<file path="src/rtl/ibex_pkg.sv">
// Shared Ibex types: interrupt vector layout, exception causes and the
// interrupt-controller FSM state.
package ibex_pkg;

    typedef struct packed {
        logic        irq_software;
        logic        irq_timer;
        logic        irq_external;
        logic [14:0] irq_fast;
    } irqs_t;

    typedef enum logic [5:0] {
        EXC_CAUSE_INSN_ADDR_MISA     = {1'b0, 5'd00},
        EXC_CAUSE_ILLEGAL_INSN       = {1'b0, 5'd02},
        EXC_CAUSE_BREAKPOINT         = {1'b0, 5'd03},
        EXC_CAUSE_ECALL_MMODE        = {1'b0, 5'd11},
        EXC_CAUSE_IRQ_SOFTWARE_M     = {1'b1, 5'd03},
        EXC_CAUSE_IRQ_TIMER_M        = {1'b1, 5'd07},
        EXC_CAUSE_IRQ_EXTERNAL_M     = {1'b1, 5'd11},
        EXC_CAUSE_IRQ_NM             = {1'b1, 5'd31}
    } exc_cause_e;

    typedef enum logic {IRQ_IDLE, IRQ_REQ} irq_ctrl_state_e;

    parameter logic [4:0] EXC_CAUSE_IRQ_FAST_BASE = 5'd16;

endpackage

</file>
<file path="src/rtl/ibex_irq_sync.sv">
// Two-flop synchroniser for a bundle of independent level signals.
module ibex_irq_sync #(
    parameter int unsigned Width = 1
) (
    input  logic             clk_i,
    input  logic             rst_ni,
    input  logic [Width-1:0] d,
    output logic [Width-1:0] q
);

    logic [Width-1:0] meta;

    // NOTE: non-blocking assignments make meta->q a real two-stage shift;
    // blocking ones would collapse the chain into a single flop.
    always_ff @(posedge clk_i or negedge rst_ni) begin
        if (!rst_ni) begin
            meta <= '0;
            q    <= '0;
        end else begin
            meta <= d;
            q    <= meta;
        end
    end

endmodule

</file>
<file path="src/rtl/ibex_irq_ctrl.sv">
// Interrupt controller: synchronises and masks interrupt sources, picks the
// highest-priority one and holds it as a request until acked or withdrawn.
module ibex_irq_ctrl
    import ibex_pkg::*;
#(
    parameter bit SyncIrqs = 1'b1
) (
    input  logic        clk_i,
    input  logic        rst_ni,
    input  logic        irq_software_i,
    input  logic        irq_timer_i,
    input  logic        irq_external_i,
    input  logic [14:0] irq_fast_i,
    input  logic        irq_nm_i,
    input  logic [17:0] csr_mie_i,
    input  logic        csr_mstatus_mie_i,
    input  logic        debug_mode_i,
    input  logic        nmi_mode_i,
    output logic [17:0] csr_mip_o,
    output logic        irq_pending_o,
    output logic        irq_req_o,
    output logic [5:0]  irq_cause_o,
    output logic        irq_nm_o,
    input  logic        irq_ack_i
);

    typedef struct packed {
        logic       valid;
        logic       nm;
        logic [5:0] cause;
        irqs_t      src;
    } irq_sel_t;

    irqs_t           irqs_raw, mip, mie, lvl_cand, req_src_q;
    logic            nmi_level, nmi_level_q, nmi_edge, nmi_q, nmi_clr, nmi_cand;
    logic            src_live, withdraw;
    irq_sel_t        sel;
    irq_ctrl_state_e state_q;

    assign irqs_raw = irqs_t'({irq_software_i, irq_timer_i, irq_external_i, irq_fast_i});
    assign mie      = irqs_t'(csr_mie_i);

    if (SyncIrqs) begin : g_sync
        logic [18:0] sync_q;

        ibex_irq_sync #(.Width(19)) u_sync (
            .clk_i  (clk_i),
            .rst_ni (rst_ni),
            .d      ({irq_nm_i, irqs_raw}),
            .q      (sync_q)
        );

        assign mip       = irqs_t'(sync_q[17:0]);
        assign nmi_level = sync_q[18];
    end else begin : g_nosync
        assign mip       = irqs_raw;
        assign nmi_level = irq_nm_i;
    end

    assign csr_mip_o = mip;
    assign nmi_edge  = nmi_level & ~nmi_level_q;
    assign nmi_clr   = (state_q == IRQ_REQ) & irq_ack_i & irq_nm_o;

    // A new edge in the ack cycle must not be lost, so the set term dominates.
    always_ff @(posedge clk_i or negedge rst_ni) begin
        if (!rst_ni) begin
            nmi_level_q <= 1'b0;
            nmi_q       <= 1'b0;
        end else begin
            nmi_level_q <= nmi_level;
            nmi_q       <= nmi_edge | (nmi_q & ~nmi_clr);
        end
    end

    assign nmi_cand = (nmi_q | nmi_edge) & ~nmi_mode_i & ~debug_mode_i;
    assign lvl_cand = irqs_t'(mip & mie & {18{csr_mstatus_mie_i & ~debug_mode_i}});

    function automatic irq_sel_t irq_prio(input logic nmi, input irqs_t lvl);
        irq_sel_t s;
        // NOTE: full default first so every path assigns every field; no
        // partially-assigned result can leak out as held state.
        s = '0;
        if (nmi) begin
            s.valid = 1'b1;
            s.nm    = 1'b1;
            s.cause = EXC_CAUSE_IRQ_NM;
        end else if (lvl.irq_external) begin
            s.valid            = 1'b1;
            s.cause            = EXC_CAUSE_IRQ_EXTERNAL_M;
            s.src.irq_external = 1'b1;
        end else if (lvl.irq_software) begin
            s.valid            = 1'b1;
            s.cause            = EXC_CAUSE_IRQ_SOFTWARE_M;
            s.src.irq_software = 1'b1;
        end else if (lvl.irq_timer) begin
            s.valid         = 1'b1;
            s.cause         = EXC_CAUSE_IRQ_TIMER_M;
            s.src.irq_timer = 1'b1;
        end else begin
            // Scan downwards so the lowest-numbered fast interrupt wins.
            for (int i = 14; i >= 0; i--) begin
                if (lvl.irq_fast[i]) begin
                    s.valid    = 1'b1;
                    s.cause    = {1'b1, EXC_CAUSE_IRQ_FAST_BASE + 5'(i)};
                    s.src      = '0;
                    s.src.irq_fast[i] = 1'b1;
                end
            end
        end
        return s;
    endfunction

    assign sel = irq_prio(nmi_cand, lvl_cand);

    // A level request survives only while its own source stays pending and enabled.
    assign src_live = (|(req_src_q & mip & mie)) & csr_mstatus_mie_i;
    assign withdraw = debug_mode_i | (~irq_nm_o & ~src_live);

    assign irq_pending_o = (|(mip & mie)) | nmi_q;

    always_ff @(posedge clk_i or negedge rst_ni) begin
        if (!rst_ni) begin
            state_q     <= IRQ_IDLE;
            irq_req_o   <= 1'b0;
            irq_nm_o    <= 1'b0;
            irq_cause_o <= 6'h00;
            req_src_q   <= '0;
        end else begin
            unique case (state_q)
                IRQ_IDLE: begin
                    if (sel.valid) begin
                        state_q     <= IRQ_REQ;
                        irq_req_o   <= 1'b1;
                        irq_nm_o    <= sel.nm;
                        irq_cause_o <= sel.cause;
                        req_src_q   <= sel.src;
                    end
                end
                IRQ_REQ: begin
                    if (irq_ack_i || withdraw) begin
                        state_q   <= IRQ_IDLE;
                        irq_req_o <= 1'b0;
                        irq_nm_o  <= 1'b0;
                        req_src_q <= '0;
                    end
                end
            endcase
        end
    end

endmodule

</file>
<file path="config.mk">
export PLATFORM = sky130hd
export DESIGN_NAME = ibex_irq_ctrl
export DESIGN_NICKNAME = d
export VERILOG_FILES = /design/src/rtl/ibex_pkg.sv /design/src/rtl/ibex_irq_sync.sv /design/src/rtl/ibex_irq_ctrl.sv
export SDC_FILE = /design/constraint.sdc
export NUM_CORES = 1
export LEC_CHECK = 0
export CAP_MARGIN = 30
export CORE_MARGIN = 3
export CORE_UTILIZATION = 40
export CTS_CLUSTER_DIAMETER = 150
export DETAILED_ROUTE_END_ITERATION = 10
export PLACE_DENSITY = 0.79
export SLEW_MARGIN = 20
export SYNTH_ARGS = -nofsm -noshare
export SYNTH_HDL_FRONTEND = slang
export SYNTH_SLANG_ARGS = --single-unit
</file>
<file path="constraint.sdc">
create_clock -name clk_i -period 4.2 [get_ports clk_i]
set_input_delay 0.84 -clock clk_i [delete_from_list [all_inputs] [get_ports clk_i]]
set_output_delay 0.84 -clock clk_i [all_outputs]
set_load 0.05 [all_outputs]
</file>
==> results of run 1 <==
==> per-layer routing <==
layer	share of wire, %	up-vias
li1	-	988
met1	42	1047
met2	49	69
met3	6.5	11
met4	1.9	0
met5	0	-
==> registers in the layout (all words and copies together), names as in the netlist, 6 cells and up <==
name                flops
irq_cause_o             6
req_src_q              18
g_sync.u_sync.q        19
g_sync.u_sync.meta     19
==> cell type report <==
| cell class | count | area (um^2) |
|---|---|---|
| clock buffers | 12 | 145 |
| multi-input cells | 147 | 896 |
| repair buffers | 72 | 718 |
| inverters | 3 | 11.3 |
| fillers | 558 | 2940 |
| flip-flops and latches | 67 | 1680 |
| clock inverters | 3 | 15.0 |
| well taps | 77 | 96.3 |
==> worst max-delay path: cells and delay by family <==
family / cells / cell delay, ns
simple gates: 2 / 0.74
buf+inv: 2 / 0.65
compound gates: 1 / 0.44
==> kinds of logic after synthesis <==
logic type / count (synthesis) / share of synthesized area [%]
AOI/OAI and AO/OA: 55 / 15.8
DFF: 67 / 61.2
and+or+nand+nor: 92 / 16.8
buffers and inverters: 24 / 6.16
==> through the flow <==
stage	total power, uW	cell area [um^2]	instances	worst slack [ns]
finish	1640	3560	381	0.682
detailed placement	1210	3400	366	0.679
global placement	1190	3380	365	0.725
CTS	1670	3560	381	0.670
floorplan	1040	2740	238	1.28
global route	1740	3560	381	0.534
==> power breakdown <==
group / switching [uW] / total [uW] / internal, uW / leakage [uW]
registers: 52.0 / 757 / 705 / 0.000814
clock network: 223 / 447 / 224 / 0.0000860
logic: 282 / 440 / 158 / 0.000642
==> worst min-delay path by stage <==
| stage | to | slack [ns] | startpoint |
|---|---|---|---|
| finish | g_sync.u_sync.q[11] | 0.35 | g_sync.u_sync.meta[11] |
| global route | g_sync.u_sync.q[1] | 0.35 | g_sync.u_sync.meta[1] |
| CTS | g_sync.u_sync.q[11] | 0.35 | g_sync.u_sync.meta[11] |
| detailed placement | g_sync.u_sync.q[1] | 0.33 | g_sync.u_sync.meta[1] |
| global placement | g_sync.u_sync.q[7] | 0.33 | g_sync.u_sync.meta[7] |
| floorplan | g_sync.u_sync.q[0] | 0.33 | g_sync.u_sync.meta[0] |
==> cells in the final DEF (no fill, tap or decap), drive strengths merged, types with 3 or more instances in the layout <==
cell	synthesis	layout
nor3	3	3
o21ai	5	5
a32o	3	3
nor2	11	11
and3	3	3
dfrtp	67	67
a31oi	4	4
nand2b	3	3
a21oi	8	8
a22oi	4	4
a21o	4	4
a22o	8	8
o2bb2ai	6	6
buf	20	5
nand3	25	25
clkdlybuf4s50	0	67
clkinv	0	3
clkbuf	1	12
nand4	6	6
inv	3	3
nand2	30	30
==> flow_summary.json, run 1 <==
{
  "path_cells": "clkdlybuf4s50_1 > a222oi_1 > nand4_1 > or4_1 > buf_4",
  "reg2reg_setup_slack_ns": 1.98,
  "cpMaxStageDelayCell": "or4_1",
  "coreArea_um2": 6490,
  "grt-ovfl-total": 0,
  "dp_hpwl_mm": 4.95,
  "via_per_inst": 5.55,
  "die_w_um": 88.8,
  "max_stage_delay_ns": 0.53,
  "clock_sinks": 67,
  "leakagePower_uw": 0.00154,
  "period_share_pct": 83.8,
  "htreeDepth": 3,
  "whs_path_depth": 0,
  "utilization_pct": 54.8,
  "finalSetupTns_ns": 0,
  "ioPinCount": 70,
  "first_pass_iters": 4,
  "clkTransAtPathRegs_ns": 0.07,
  "insertion_delay_ns": 0.34,
  "ys_top_cells_by_area": "dfrtp_1 61%, buf_4 5.2%, nand3_1 4.6%",
  "numPortBuffers": 69,
  "grt_pass1_vias": 2229,
  "maxSlewViolCount": 0,
  "fp.dieH_um": 88.8,
  "place_congestion": 0.913,
  "reg2reg_depth": 6,
  "syn_area_um2": 2740,
  "p_per_area_nw_per_um2": 462,
  "drive_gt1_share_pct": 6.91,
  "post_cts_buffers": 0,
  "cts_tree": "done",
  "antenna_found_initial": 0,
  "crit_path_max_fanout": 3,
  "max_freq_mhz": 284,
  "synth.yosys.warnings": 0,
  "grt_pass1_wl_mm": 10.9,
  "setup_viol": 0,
  "cts.path.max_buffers": 2,
  "whs_ns": 0.346,
  "synth_edf_count": 0,
  "cts_buffers": 9,
  "grtUsageMet2_pct": 29.5,
  "via_count": 2115,
  "ir_drop_v": 0.000235,
  "yosysTopAreaCell": "dfrtp_1",
  "ctsHoldBuffers": 0,
  "r2r-start": "g_sync.u_sync.q[17]",
  "worst_pin_slew_ns": 0.730,
  "end_kind": "output port",
  "yosysMostFrequentCell": "dfrtp_1",
  "ys_seq_elements": 67,
  "crit_path_start_kind": "primary input",
  "use_met3_pct": 4.93,
  "crit_type": "primary input to output port",
  "grt_use_total_pct": 18.5,
  "synth_top_area_share_pct": 61.2,
  "hp-class": "flip-flop to flip-flop",
  "diodes": 0,
  "wl_per_cell_um": 17.0,
  "crit_end": "irq_pending_o",
  "fin_crit_ns": 3.52,
  "synth_nets": 281,
  "netlist_instances": 238,
  "drt_wl_total_mm": 6.47,
  "synthToLayoutAreaGrowth_pct": 29.8,
  "root_buffer": "clkbuf_8",
  "status": "complete, no violations",
  "max_cap_violations": 0,
  "grt.busiest_layer": "met2",
  "ant_nets": 0,
  "ys_seq_area_share_pct": 61.2,
  "nets": 343,
  "placementRows": 29,
  "initial_core_util_pct": 42.2,
  "arrival_ns": 2.68,
  "finClkSkew_ns": 0.00742,
  "use_met1_pct": 24.1,
  "ctsResizeCount": 0,
  "finalHoldViolCount": 0,
  "drt-initial-drc-count": 123,
  "worstPathRequired_ns": 3.36,
  "ys_types": 42,
  "die_area_um2": 7880,
  "rsz0062_at_grt": "false",
  "r2r_end": "req_src_q[13]",
  "crit_path_start": "csr_mie_i[14]",
  "synth_area_per_cell_um2": 11.5,
  "synth_commonest_cells": "67 x dfrtp_1, 30 x nand2_1, 25 x nand3_1",
  "drc": 0,
  "grt_max_degree": 34,
  "relSlewSlack_pct": 51.2,
  "async_flop_share_pct": 100,
  "synth_top_flop_cell": "dfrtp_1"
}
No activity file was read; power rests on OpenSTA's default activity.
==> run 2: changes to the inputs <==
--- a/config.mk
+++ b/config.mk
@@ -10,7 +10,7 @@
 export CORE_UTILIZATION = 40
 export CTS_CLUSTER_DIAMETER = 150
 export DETAILED_ROUTE_END_ITERATION = 10
-export PLACE_DENSITY = 0.79
+export PLACE_DENSITY = 0.82
 export SLEW_MARGIN = 20
 export SYNTH_ARGS = -nofsm -noshare
 export SYNTH_HDL_FRONTEND = slang
==> constraint.sdc (replaced) <==
create_clock -name clk_i -period 3.05 [get_ports clk_i]
set_input_delay 0.61 -clock clk_i [delete_from_list [all_inputs] [get_ports clk_i]]
set_output_delay 0.61 -clock clk_i [all_outputs]
set_load 0.05 [all_outputs]
==> run 2 against run 1 <==
- first-iteration DRC count is 28% higher
- worst setup slack got worse by 0.60 ns
- sequential share of layout area is 1.0 points lower
- global-route usage down 0.30 points
- clock skew rose by 0.0051 ns
- largest power group unchanged
==> flow_summary.json, run 2 (synthesis results as in run 1) <==
{
  "root_buffer": "clkbuf_8",
  "rsz0062_at_grt": "false",
  "grt_use_total_pct": 18.2,
  "final_common_cell": "dfrtp_1",
  "clkPwrFrac_pct": 28.8,
  "coreArea_um2": 6490,
  "grt_pass1_vias": 2243,
  "finalSetupTns_ns": 0,
  "max_stage_delay_ns": 0.60,
  "grt_pass1_wl_mm": 10.8,
  "setup_viol": 0,
  "whs_ns": 0.347,
  "post_cts_buffers": 0,
  "drt-initial-drc-count": 158,
  "die_area_um2": 7880,
  "max_freq_mhz": 336,
  "comb_power_share_pct": 26.5,
  "drc": 0,
  "first_pass_iters": 4,
  "cpMaxStageDelayCell": "or4_4",
  "place_inst": 372,
  "drive_gt1_share_pct": 8.71,
  "synthToLayoutAreaGrowth_pct": 32.7,
  "finalHoldViolCount": 0,
  "via_count": 2115,
  "ir_drop_v": 0.000319,
  "r2r-start": "g_sync.u_sync.q[6]",
  "cts_tree": "done",
  "min-delay-start": "g_sync.u_sync.meta[5]",
  "diodes": 0,
  "nets": 349,
  "seqPwrFrac_pct": 44.7,
  "clkTransAtPathRegs_ns": 0.06,
  "final_cell_mix": "67 x dfrtp_1, 64 x clkdlybuf4s50_1, 30 x nand2_1, 25 x nand3_1, 11 x nor2_1",
  "top_regs": "g_sync.u_sync.meta x19, g_sync.u_sync.q x19, req_src_q x18",
  "grt_max_degree": 36,
  "fin_crit_ns": 2.97,
  "initial_core_util_pct": 42.2,
  "clock_sinks": 67,
  "finClkSkew_ns": 0.0125,
  "ant_nets": 0,
  "worst_pin_slew_ns": 0.787,
  "relSlewSlack_pct": 47.5,
  "ioPinCount": 70,
  "antenna_found_initial": 0,
  "dp_hpwl_mm": 4.85,
  "p_per_area_nw_per_um2": 641,
  "arrival_ns": 2.36,
  "wl_per_cell_um": 16.7,
  "worstPathRequired_ns": 2.44,
  "crit_path_start_kind": "primary input",
  "place_congestion": 0.892,
  "fp.dieH_um": 88.8,
  "max_cap_violations": 0,
  "period_share_pct": 97.5,
  "numPortBuffers": 69,
  "path_cells": "clkdlybuf4s50_1 > a22oi_1 > buf_4 > nand4_1 > or4_4 > buf_8",
  "htreeDepth": 3,
  "crit_path_max_fanout": 5,
  "hp-class": "flip-flop to flip-flop",
  "end_kind": "output port",
  "leakagePower_uw": 0.00161,
  "via_per_inst": 5.47,
  "drt_wl_total_mm": 6.46,
  "maxSlewViolCount": 0,
  "placementRows": 29,
  "crit_path_start": "csr_mie_i[9]",
  "p_int_uw": 1570,
  "crit_type": "primary input to output port",
  "cts.path.max_buffers": 2,
  "cts_buffers": 9,
  "die_w_um": 88.8,
  "final_cells": 387,
  "switchingPower_uw": 761,
  "status": "complete, no violations",
  "switching_share_pct": 32.7,
  "grt-ovfl-total": 0,
  "insertion_delay_ns": 0.33
}
## run 2: cell types whose count changed in the layout (fill, tap and decap cells not counted), sizes merged
cell and change:
clkinv -1, bufinv +1, dlymetal6s2s +3, clkdlybuf4s50 -3, buf +6
## run 2: layer usage
metal / GRT usage [%] / wire [um]
met5: 0 / 0
met3: 6.05 / 415
met1: 24.2 / 2860
met4: 5.77 / 80
met2: 28.2 / 3110
## run 2: cell type report
type / count / area, um^2
fill: 562 / 2860
timing repair buffer: 78 / 778
inverter: 3 / 11.3
clock buffer: 12 / 135
sequential: 67 / 1680
tap: 77 / 96.3
multi-input combinational: 147 / 900
clock inverter: 3 / 40.0
## run 2: what timing repair did
item                                    4_1_cts  5_1_grt
resized for setup                             0        6
hold buffers                                  0        0
endpoints found under the setup margin        0        1
hold endpoints to repair                      0        0
## run 2: worst max-delay path, delay by kind of cell
family / cells / cell delay, ns
AND/OR/NAND/NOR: 2 / 0.77
AO/OA/AOI/OAI: 1 / 0.20
buffers and inverters: 3 / 0.78
## run 2: power by group through the flow
stage                     clock (uW)  combinational, uW  sequential, uW
after floorplan                    0                248            1180
final                            672                619            1040
after global placement             0                611            1050
after detailed placement           0                619            1060
after CTS                        696                621            1040
after global routing             738                666            1050
## run 2: path summary, 6_finish.rpt
check                                          to  slack, ns  depth (start not counted)
hold / removal                 g_sync.u_sync.q[5]       0.35                          0
hold reg to reg                g_sync.u_sync.q[5]       0.35                          0
min in group asynchronous     g_sync.u_sync.q[11]       0.36                          1
setup / recovery                    irq_pending_o       0.08                          6
max in group asynchronous  g_sync.u_sync.meta[16]       2.05                          2
setup reg to reg                     req_src_q[9]       0.81                          7
## run 2: through the flow
stage               utilization [%]  worst slack [ns]  cell area (um^2)  total power [uW]
finish                         56.0            0.0776              3640              2330
global route                   56.0            0.0176              3640              2460
CTS                            55.7            0.0208              3620              2360
detailed placement             53.0            0.0252              3440              1680
global placement               53.0            0.0772              3440              1660
floorplan                         -             0.590              2740              1430
